`src/rtl/cmd_sequencer_if.sv`:
```
// rtl/cmd_sequencer_if.sv - command, scan and reply signal bundle for cmd_sequencer
interface cmd_sequencer_if #(
  parameter int NUM_CH = 4
);
  localparam int CW = $clog2(NUM_CH);

  // Command input from the UART receiver
  logic          rx_valid;
  logic [7:0]    rx_data;

  // Datapath status
  logic [7:0]    max_value;
  logic          fft_ready;
  logic          trigger;

  // Reply handshake toward the UART transmitter
  logic          tx_ready;
  logic          tx_valid;
  logic [7:0]    tx_data;

  // Datapath control and visibility
  logic [CW-1:0] rd_ch;
  logic          set_freq;
  logic          set_thresh;
  logic          busy;
  logic [2:0]    state_debug;

  // Environment side: drives commands and status, observes control and replies
  modport master (
    output rx_valid, rx_data, max_value, fft_ready, trigger, tx_ready,
    input  rd_ch, set_freq, set_thresh, tx_valid, tx_data, busy, state_debug
  );

  // Sequencer side
  modport slave (
    input  rx_valid, rx_data, max_value, fft_ready, trigger, tx_ready,
    output rd_ch, set_freq, set_thresh, tx_valid, tx_data, busy, state_debug
  );
endinterface

```
`src/rtl/cmd_sequencer.sv`:
```
// rtl/cmd_sequencer.sv - byte command decoder, trigger scan sequencer and reply generator
module cmd_sequencer #(
  parameter int         NUM_CH      = 4,
  parameter int         TIMEOUT_CYC = 10000000,
  parameter logic [7:0] TRUE_BYTE   = 8'h54,
  parameter logic [7:0] FALSE_BYTE  = 8'h46
) (
  input  logic           clk,
  input  logic           reset_b,
  cmd_sequencer_if.slave bus
);
  localparam int CW = $clog2(NUM_CH);
  localparam int TW = $clog2(TIMEOUT_CYC);
  localparam logic [CW-1:0] CH_LAST    = CW'(NUM_CH - 1);
  localparam logic [TW-1:0] TIMER_LAST = TW'(TIMEOUT_CYC - 1);

  typedef enum logic [2:0] {
    IDLE   = 3'd0,
    DECODE = 3'd1,
    DETECT = 3'd2,
    SCAN   = 3'd3,
    SEND   = 3'd4
  } state_t;

  state_t        state, state_nxt;
  logic [3:0]    cmd_hi, cmd_hi_nxt;        // only the opcode nibble matters
  logic [TW-1:0] timer, timer_nxt;          // one count per detect session
  logic [CW-1:0] ch_idx, ch_idx_nxt;
  logic [7:0]    tx_byte, tx_byte_nxt;      // byte currently presented
  logic [7:0]    byte1, byte1_nxt;          // second reply byte (channel)
  logic          byte1_pend, byte1_pend_nxt;

  logic          abort;
  logic          timeout;
  logic          set_freq_c;
  logic          set_thresh_c;
  logic          tx_valid_c;
  logic          busy_c;
  logic [CW-1:0] rd_ch_c;

  // A zero byte is the host's way of cancelling a detect session
  assign abort   = bus.rx_valid && (bus.rx_data == 8'h00);
  assign timeout = (timer == TIMER_LAST);

  // Next-state and output decode; timeout outranks trigger and fft_ready
  always_comb begin
    state_nxt      = state;
    cmd_hi_nxt     = cmd_hi;
    timer_nxt      = timer;
    ch_idx_nxt     = ch_idx;
    tx_byte_nxt    = tx_byte;
    byte1_nxt      = byte1;
    byte1_pend_nxt = byte1_pend;
    set_freq_c     = 1'b0;
    set_thresh_c   = 1'b0;
    tx_valid_c     = 1'b0;
    busy_c         = 1'b0;
    rd_ch_c        = '0;

    case (state)
      IDLE: begin
        if (bus.rx_valid) begin
          cmd_hi_nxt = bus.rx_data[7:4];
          state_nxt  = DECODE;
        end
      end

      DECODE: begin
        busy_c    = 1'b1;
        state_nxt = IDLE;
        if (cmd_hi[3]) begin
          set_thresh_c = 1'b1;
        end else begin
          case (cmd_hi)
            4'h7: set_freq_c = 1'b1;
            4'h4: begin
              tx_byte_nxt    = bus.max_value;
              byte1_pend_nxt = 1'b0;
              state_nxt      = SEND;
            end
            4'h5: begin
              timer_nxt  = '0;
              ch_idx_nxt = '0;
              state_nxt  = DETECT;
            end
            default: state_nxt = IDLE;
          endcase
        end
      end

      DETECT: begin
        busy_c    = 1'b1;
        timer_nxt = timer + TW'(1);
        if (abort) begin
          state_nxt = IDLE;
        end else if (timeout) begin
          tx_byte_nxt    = FALSE_BYTE;
          byte1_pend_nxt = 1'b0;
          state_nxt      = SEND;
        end else if (bus.fft_ready) begin
          ch_idx_nxt = '0;
          state_nxt  = SCAN;
        end
      end

      SCAN: begin
        busy_c    = 1'b1;
        rd_ch_c   = ch_idx;
        timer_nxt = timer + TW'(1);
        if (abort) begin
          state_nxt = IDLE;
        end else if (timeout) begin
          tx_byte_nxt    = FALSE_BYTE;
          byte1_pend_nxt = 1'b0;
          state_nxt      = SEND;
        end else if (bus.trigger) begin
          tx_byte_nxt    = TRUE_BYTE;
          byte1_nxt      = 8'(ch_idx);
          byte1_pend_nxt = 1'b1;
          state_nxt      = SEND;
        end else if (ch_idx == CH_LAST) begin
          ch_idx_nxt = '0;
          state_nxt  = DETECT;
        end else begin
          ch_idx_nxt = ch_idx + CW'(1);
        end
      end

      SEND: begin
        busy_c     = 1'b1;
        tx_valid_c = 1'b1;
        if (bus.tx_ready) begin
          if (byte1_pend) begin
            tx_byte_nxt    = byte1;
            byte1_pend_nxt = 1'b0;
          end else begin
            state_nxt = IDLE;
          end
        end
      end

      default: state_nxt = IDLE;
    endcase
  end

  // State register
  always_ff @(posedge clk) begin
    if (!reset_b) begin
      state <= IDLE;
    end else begin
      state <= state_nxt;
    end
  end

  // Command, timer, channel and reply registers; reset discards any reply in flight
  always_ff @(posedge clk) begin
    if (!reset_b) begin
      cmd_hi     <= '0;
      timer      <= '0;
      ch_idx     <= '0;
      tx_byte    <= '0;
      byte1      <= '0;
      byte1_pend <= 1'b0;
    end else begin
      cmd_hi     <= cmd_hi_nxt;
      timer      <= timer_nxt;
      ch_idx     <= ch_idx_nxt;
      tx_byte    <= tx_byte_nxt;
      byte1      <= byte1_nxt;
      byte1_pend <= byte1_pend_nxt;
    end
  end

  assign bus.rd_ch       = rd_ch_c;
  assign bus.set_freq    = set_freq_c;
  assign bus.set_thresh  = set_thresh_c;
  assign bus.tx_valid    = tx_valid_c;
  assign bus.tx_data     = tx_valid_c ? tx_byte : 8'h00;
  assign bus.busy        = busy_c;
  assign bus.state_debug = state;
endmodule

```
`src/flat_wrapper.sv`:
```
// flat-port wrapper written by rule: the top's interface ports become plain ports
module cmd_sequencer_flat 
#(
  parameter int         NUM_CH      = 4,
  parameter int         TIMEOUT_CYC = 10000000,
  parameter logic [7:0] TRUE_BYTE   = 8'h54,
  parameter logic [7:0] FALSE_BYTE  = 8'h46
)
  (clk, reset_b, bus_rx_valid, bus_rx_data, bus_max_value, bus_fft_ready, bus_trigger, bus_tx_ready, bus_rd_ch, bus_set_freq, bus_set_thresh, bus_tx_valid, bus_tx_data, bus_busy, bus_state_debug);
  cmd_sequencer_if #(.NUM_CH(NUM_CH)) bus_i ();
  input  logic clk;
  input  logic reset_b;
  input wire logic [$bits(bus_i.rx_valid)-1:0] bus_rx_valid;
  input wire logic [$bits(bus_i.rx_data)-1:0] bus_rx_data;
  input wire logic [$bits(bus_i.max_value)-1:0] bus_max_value;
  input wire logic [$bits(bus_i.fft_ready)-1:0] bus_fft_ready;
  input wire logic [$bits(bus_i.trigger)-1:0] bus_trigger;
  input wire logic [$bits(bus_i.tx_ready)-1:0] bus_tx_ready;
  output wire logic [$bits(bus_i.rd_ch)-1:0] bus_rd_ch;
  output wire logic [$bits(bus_i.set_freq)-1:0] bus_set_freq;
  output wire logic [$bits(bus_i.set_thresh)-1:0] bus_set_thresh;
  output wire logic [$bits(bus_i.tx_valid)-1:0] bus_tx_valid;
  output wire logic [$bits(bus_i.tx_data)-1:0] bus_tx_data;
  output wire logic [$bits(bus_i.busy)-1:0] bus_busy;
  output wire logic [$bits(bus_i.state_debug)-1:0] bus_state_debug;
  assign bus_i.rx_valid = bus_rx_valid;
  assign bus_i.rx_data = bus_rx_data;
  assign bus_i.max_value = bus_max_value;
  assign bus_i.fft_ready = bus_fft_ready;
  assign bus_i.trigger = bus_trigger;
  assign bus_i.tx_ready = bus_tx_ready;
  assign bus_rd_ch = bus_i.rd_ch;
  assign bus_set_freq = bus_i.set_freq;
  assign bus_set_thresh = bus_i.set_thresh;
  assign bus_tx_valid = bus_i.tx_valid;
  assign bus_tx_data = bus_i.tx_data;
  assign bus_busy = bus_i.busy;
  assign bus_state_debug = bus_i.state_debug;
  cmd_sequencer #(.NUM_CH(NUM_CH), .TIMEOUT_CYC(TIMEOUT_CYC), .TRUE_BYTE(TRUE_BYTE), .FALSE_BYTE(FALSE_BYTE)) u_core (.clk(clk), .reset_b(reset_b), .bus(bus_i));
endmodule
```
`config.mk`:
```
export PLATFORM = sky130hd
export DESIGN_NAME = cmd_sequencer_flat
export DESIGN_NICKNAME = d
export VERILOG_FILES = /design/src/rtl/cmd_sequencer_if.sv /design/src/rtl/cmd_sequencer.sv /design/src/flat_wrapper.sv
export SDC_FILE = /design/constraint.sdc
export NUM_CORES = 1
export LEC_CHECK = 0
export BUFFER_PORTS_ARGS = -buffer_cell sky130_fd_sc_hd__clkbuf_2
export CAP_MARGIN = 20
export CORE_ASPECT_RATIO = 1.25
export CORE_UTILIZATION = 44
export CTS_CLUSTER_DIAMETER = 120
export DETAILED_ROUTE_END_ITERATION = 7
export GPL_ROUTABILITY_DRIVEN = 0
export PLACE_DENSITY = 0.68
export SLEW_MARGIN = 20
export SYNTH_ARGS = -nofsm -noshare
export SYNTH_HDL_FRONTEND = slang
export SYNTH_SLANG_ARGS = --single-unit
```
`constraint.sdc`:
```
create_clock -name clk -period 2.8 [get_ports clk]
set_input_delay 0.56 -clock clk [delete_from_list [all_inputs] [get_ports clk]]
set_output_delay 0.56 -clock clk [all_outputs]
set_load 0.03 [all_outputs]
```
==> metrics.cfg, run 1 <==
[cells_and_area]
finalNetCount = 344
stdcell_area_um2 = 2790
drive_above_1_share = 0.218
final_cell_mix = dfxtp_1, clkbuf_2, nand2_1
syn_to_final_growth_pct = 12.8
finalNonFillerCells = 385
n_antenna_cell = 0
multi_input_area_um2 = 1490
layout_commonest_cell = dfxtp_1
register_area_um2 = 881
fillerInstances = 530

[sta]
hold_viol = 0
fin_setup_tns_ns = 0
rsz0062_at_grt = no
hold_slack_ns = 0.464
worst_slew_pin_slew_ns = 0.578
final-setup-viol-count = 0
maxSlewHeadroom = 0.615
period_share = 0.834
post-route-min-period_ns = 2.33
final-max-slew-violation-count = 0
fin_skew_ns = 0.00986
fmax_mhz = 428

[logic_synthesis]
yosysWarningCount = 0
synth_seq_cells = 44
avgSynthCellArea_um2 = 8.57
synth.distinct_cells = 61
syn_inst = 288
synth_edf_count = 0
ys.flop_type = dfxtp_1
async_flop_share = 0
syn_nets = 312
synth_seq_area_share = 0.357
synth.cell_area_um2 = 2470

[global_routing]
first_global_vias = 2096
grt_antenna_before_repair = 0
overflow = 0
grt_pass1_wl_um = 9590
grt_use_total = 0.211
grt_max_degree = 28

[route]
via_per_inst = 5.66
drtIter0Drc = 134
wl_per_cell_um = 14.3
num_vias = 2180
totalWireLength_um = 5500
ant_nets = 0
first_pass_iters = 4
drc = 0

[worst_setup_path]
cp-start-kind = register
r2r_end = u_core.tx_byte[0]
cp_top_family = flip-flops
cp_num_buf_inv = 2
required_ns = 2.24
path_cells = nor2b_1, buf_4, and3_1, clkbuf_2
r2r_start = u_core.bus.state_debug[0]
arrival_ns = 1.77
r2r_cells = 7
worstSetupPathType = register to output pin
reg2reg_slack_ns = 0.50
end_kind = output pin
path_max_fanout = 17
critical_path.max_stage_delay_ns = 0.66
cp_slowest_cell = dfxtp_1

[clock_tree]
clk_pin_slew_ns = 0.09
numCtsBuffers = 5
clk_latency_ns = 0.30
post_cts_buffers = 0
cts_root_buffer = clkbuf_8
hold_buffers = 0
clock-sinks = 44
cts_resized = 0
htreeDepth = 2
cts_tree = built
clk_path_buf_depth = 2

[min_path]
min_to = u_core.tx_byte[0]
whs_path_depth = 2
hold_path_class = register to register
hp-start = u_core.tx_byte[0]

[placement]
dp_cells = 377
place_area_um2 = 2670
numPortBuffers = 38
hpwl_um = 4070

[floorplanning]
core_um2 = 5410
die_h_um = 85.7
std_cell_rows = 30
start_util = 0.457
die_area_um2 = 5920
ios = 39
die_width_um = 69.0

[run]
maxCapViolations = 0

[power]
max-vdd-ir-drop_mv = 0.232
p_leak_uw = 0.00109
power.density_nw_per_um2 = 435

[status]
status = finished, final reports clean

## cell usage after synthesis (all sizes together) (3+ instances only)
master	instances	area, µm²
nor3	7	35.0
inv	4	15.0
nand4	9	56.3
nor4b	7	82.6
nor2b	6	37.5
nor2	28	113
xor2	6	52.6
clkbuf	6	22.5
and4bb	3	41.3
buf	10	65.1
dfxtp	44	881
and4	3	26.3
xnor2	12	105
nand2	31	119
nor4	4	25.0
nand2b	3	26.3
and3	12	77.6
nand3	13	70.1
mux2i	11	110
o21ai	9	45.0
a211oi	4	40.0
o21a	5	37.5
and2	11	68.8
a21oi	13	72.6
## flip-flops by register name (all words and copies together), names as in the netlist
signal and count:
u_core.tx_byte 8, u_core.ch_idx 2, u_core.bus.state_debug 3, u_core.cmd_hi 4, u_core.byte1_pend 1, u_core.timer 24, u_core.byte1 2
## where the power goes
group / leakage, µW / internal, µW / switching [µW]
sequential: 0.000355 / 633 / 9.69
combinational: 0.000680 / 34.1 / 46.9
clock: 0.0000541 / 264 / 224
## cell families after synthesis
logic type / synth area share
and+or+nand+nor: 0.353
AOI/OAI and AO/OA: 0.130
DFF: 0.357
buffers and inverters: 0.0416
xor gates and xnor gates: 0.0639
muxes: 0.0446
adders and majority gates: 0.0101
## area by class of cell
| type | instances | area share |
|---|---|---|
| clock buffers | 5 | 0.0247 |
| inverters | 4 | 0.00539 |
| multi-input cells | 224 | 0.533 |
| clock inverters | 3 | 0.0153 |
| repair buffers | 41 | 0.0764 |
| flip-flops and latches | 44 | 0.316 |
| well taps | 64 | 0.0288 |
## how the worst max path moves through the flow
stage / slack [ns] / cells after the start / startpoint / end
3_5_place_dp: 0.47 / 7 / u_core.bus.state_debug[0] / u_core.tx_byte[5]
3_3_place_gp: 0.51 / 7 / u_core.bus.state_debug[0] / u_core.tx_byte[5]
4_1_cts: 0.44 / 4 / u_core.bus.state_debug[1] / bus_rd_ch[0]
5_1_grt: 0.32 / 7 / u_core.bus.state_debug[0] / u_core.tx_byte[0]
6_report: 0.47 / 4 / u_core.bus.state_debug[1] / bus_rd_ch[0]
2_1_floorplan: 0.32 / 2 / u_core.bus.state_debug[0] / bus_set_freq
## per-stage QoR
stage,util,total power [µW],setup slack (ns)
3_3_place_gp,0.495,738,0.505
2_1_floorplan,-,708,0.318
4_1_cts,0.515,1230,0.440
6_report,0.515,1210,0.466
3_5_place_dp,0.495,738,0.468
5_1_grt,0.515,1260,0.318
## layer usage
layer | vias up | wire, µm | global-route usage | part of all wire
li1 | 1096 | - | - | -
met4 | 0 | 114 | 0.0631 | 0.021
met1 | 1023 | 2460 | 0.269 | 0.45
met3 | 14 | 200 | 0.0386 | 0.036
met2 | 47 | 2730 | 0.353 | 0.50
met5 | - | 0 | 0 | 0
## worst min-delay path, cell delays in order, from the launching register on
cell and delay (ns):
dfxtp_1 0.31, nand2_1 0.05, mux2i_1 0.06
Note: power is estimated with default switching activity, not from simulation.
==> run 2: changes to the inputs <==
==> constraint.sdc (replaced) <==
create_clock -name clk -period 2.2 [get_ports clk]
set_input_delay 0.44 -clock clk [delete_from_list [all_inputs] [get_ports clk]]
set_output_delay 0.44 -clock clk [all_outputs]
set_load 0.03 [all_outputs]
==> metrics.cfg, run 2 (synthesis gave the netlist of run 1 again) <==
[placement]
hpwl_um = 4280
numPortBuffers = 38

[sta]
final-setup-viol-count = 0
fin_setup_tns_ns = 0
final-max-slew-violation-count = 0
maxSlewHeadroom = 0.590
period_share = 0.937
worst_slew_pin_slew_ns = 0.615
post-route-min-period_ns = 2.06
rsz0062_at_grt = no
hold_slack_ns = 0.363
hold_viol = 0
fmax_mhz = 485
fin_skew_ns = 0.0131

[power]
combPwrFrac = 0.071
p_leak_uw = 0.00116
power.density_nw_per_um2 = 549
clockPowerShare = 0.416
cellInternalPower_uw = 1220
max-vdd-ir-drop_mv = 0.271
swShare = 0.229
p_switching_uw = 364
power_uw = 1590
pwr-share-seq = 0.513

[cells_and_area]
drive_above_1_share = 0.256
finalNetCount = 355
multi_input_area_um2 = 1500
layout_commonest_cell = dfxtp_1
reg_top3 = u_core.timer x24, u_core.tx_byte x8, u_core.cmd_hi x4
register_area_um2 = 882
fillerInstances = 503
regMostFlops = u_core.timer
largest_register_ffs = 24
syn_to_final_growth_pct = 17.2
n_antenna_cell = 0
final_cell_mix = dfxtp_1, clkbuf_2, nand2_1

[route]
drc = 0
wl_per_cell_um = 14.4
via_per_inst = 5.58
totalWireLength_um = 5710
ant_nets = 0
num_vias = 2210
drtIter0Drc = 156
first_pass_iters = 4

[worst_setup_path]
worstSetupPathType = register to output pin
end_kind = output pin
r2r_start = u_core.timer[0]
path_max_fanout = 10
cp_common_cell = buf_4
cp_slowest_cell = dfxtp_1
crit_start = u_core.bus.state_debug[2]
required_ns = 1.76
arrival_ns = 1.62
critical_path.max_stage_delay_ns = 0.38
cp-start-kind = register
path_cells = buf_4, nor2b_2, buf_4, and3_1, clkbuf_2

[clock_tree]
htreeDepth = 2
post_cts_buffers = 0
hold_buffers = 0
numCtsBuffers = 5
clk_pin_slew_ns = 0.09
cts_tree = built
clk_latency_ns = 0.30
cts_root_buffer = clkbuf_8
clk_path_buf_depth = 2
clock-sinks = 44

[floorplanning]
die_area_um2 = 5920
die_width_um = 69.0
std_cell_rows = 30
die_h_um = 85.7
start_util = 0.457
core_um2 = 5410
ios = 39

[global_routing]
grt_max_degree = 21
overflow = 0
grt_use_total = 0.215
grt_antenna_before_repair = 0
first_global_vias = 2132
grt_pass1_wl_um = 9650

[min_path]
hp-start = bus_max_value[7]
hold_path_class = input pin to register

[run]
maxCapViolations = 0

[status]
status = finished, final reports clean

-- run 2: timing repair --
action                                 CTS  global route
setup endpoints to repair                1             2
endpoints found under the hold margin    0             0
resized for setup                        1             1
-- run 2: area by class of cell --
type                       count  area share
multi-input combinational    224       0.518
sequential                    44       0.305
timing repair buffer          52       0.102
clock buffer                   6      0.0285
tap                           64      0.0277
clock inverter                 2      0.0134
inverter                       4     0.00519
-- run 2: worst paths after layout --
| check | to | slack (ns) | cells past startpoint |
|---|---|---|---|
| worst max-delay path | bus_rd_ch[0] | 0.14 | 5 |
| worst min-delay path | u_core.tx_byte[7] | 0.36 | 3 |
| worst max register to register | u_core.tx_byte[4] | 0.18 | 7 |
| worst min register to register | u_core.tx_byte[5] | 0.46 | 2 |
-- run 2: worst max-delay path: cells and delay by family, from the launching register on --
kind | cells | cell delay [ns]
DFF | 1 | 0.38
and+or+nand+nor | 2 | 0.35
buffers and inverters | 3 | 0.59
-- run 2: power groups by stage --
stage	clock, µW	sequential, µW	combinational, µW
floorplan	0	833	68.4
global placement	0	833	113
detailed placement	0	833	113
CTS	681	815	113
global route	703	817	124
finish	661	815	112
-- run 2: stage by stage --
stage                     cells  utilization  setup slack (ns)  area [µm²]
after floorplan             288            -            0.0473        2480
final                       396        0.535             0.138        2890
after detailed placement    388        0.512             0.152        2770
after global placement      388        0.512             0.212        2770
after global routing        396        0.535            0.0338        2890
after CTS                   396        0.535            0.0718        2890
-- run 2: per-layer routing --
| metal | up-vias | global-route usage | wire length, µm |
|---|---|---|---|
| met5 | - | 0 | 0 |
| met2 | 56 | 0.367 | 2860 |
| met3 | 10 | 0.0359 | 241 |
| met1 | 1020 | 0.263 | 2520 |
| met4 | 0 | 0.0779 | 93 |
| li1 | 1124 | - | - |
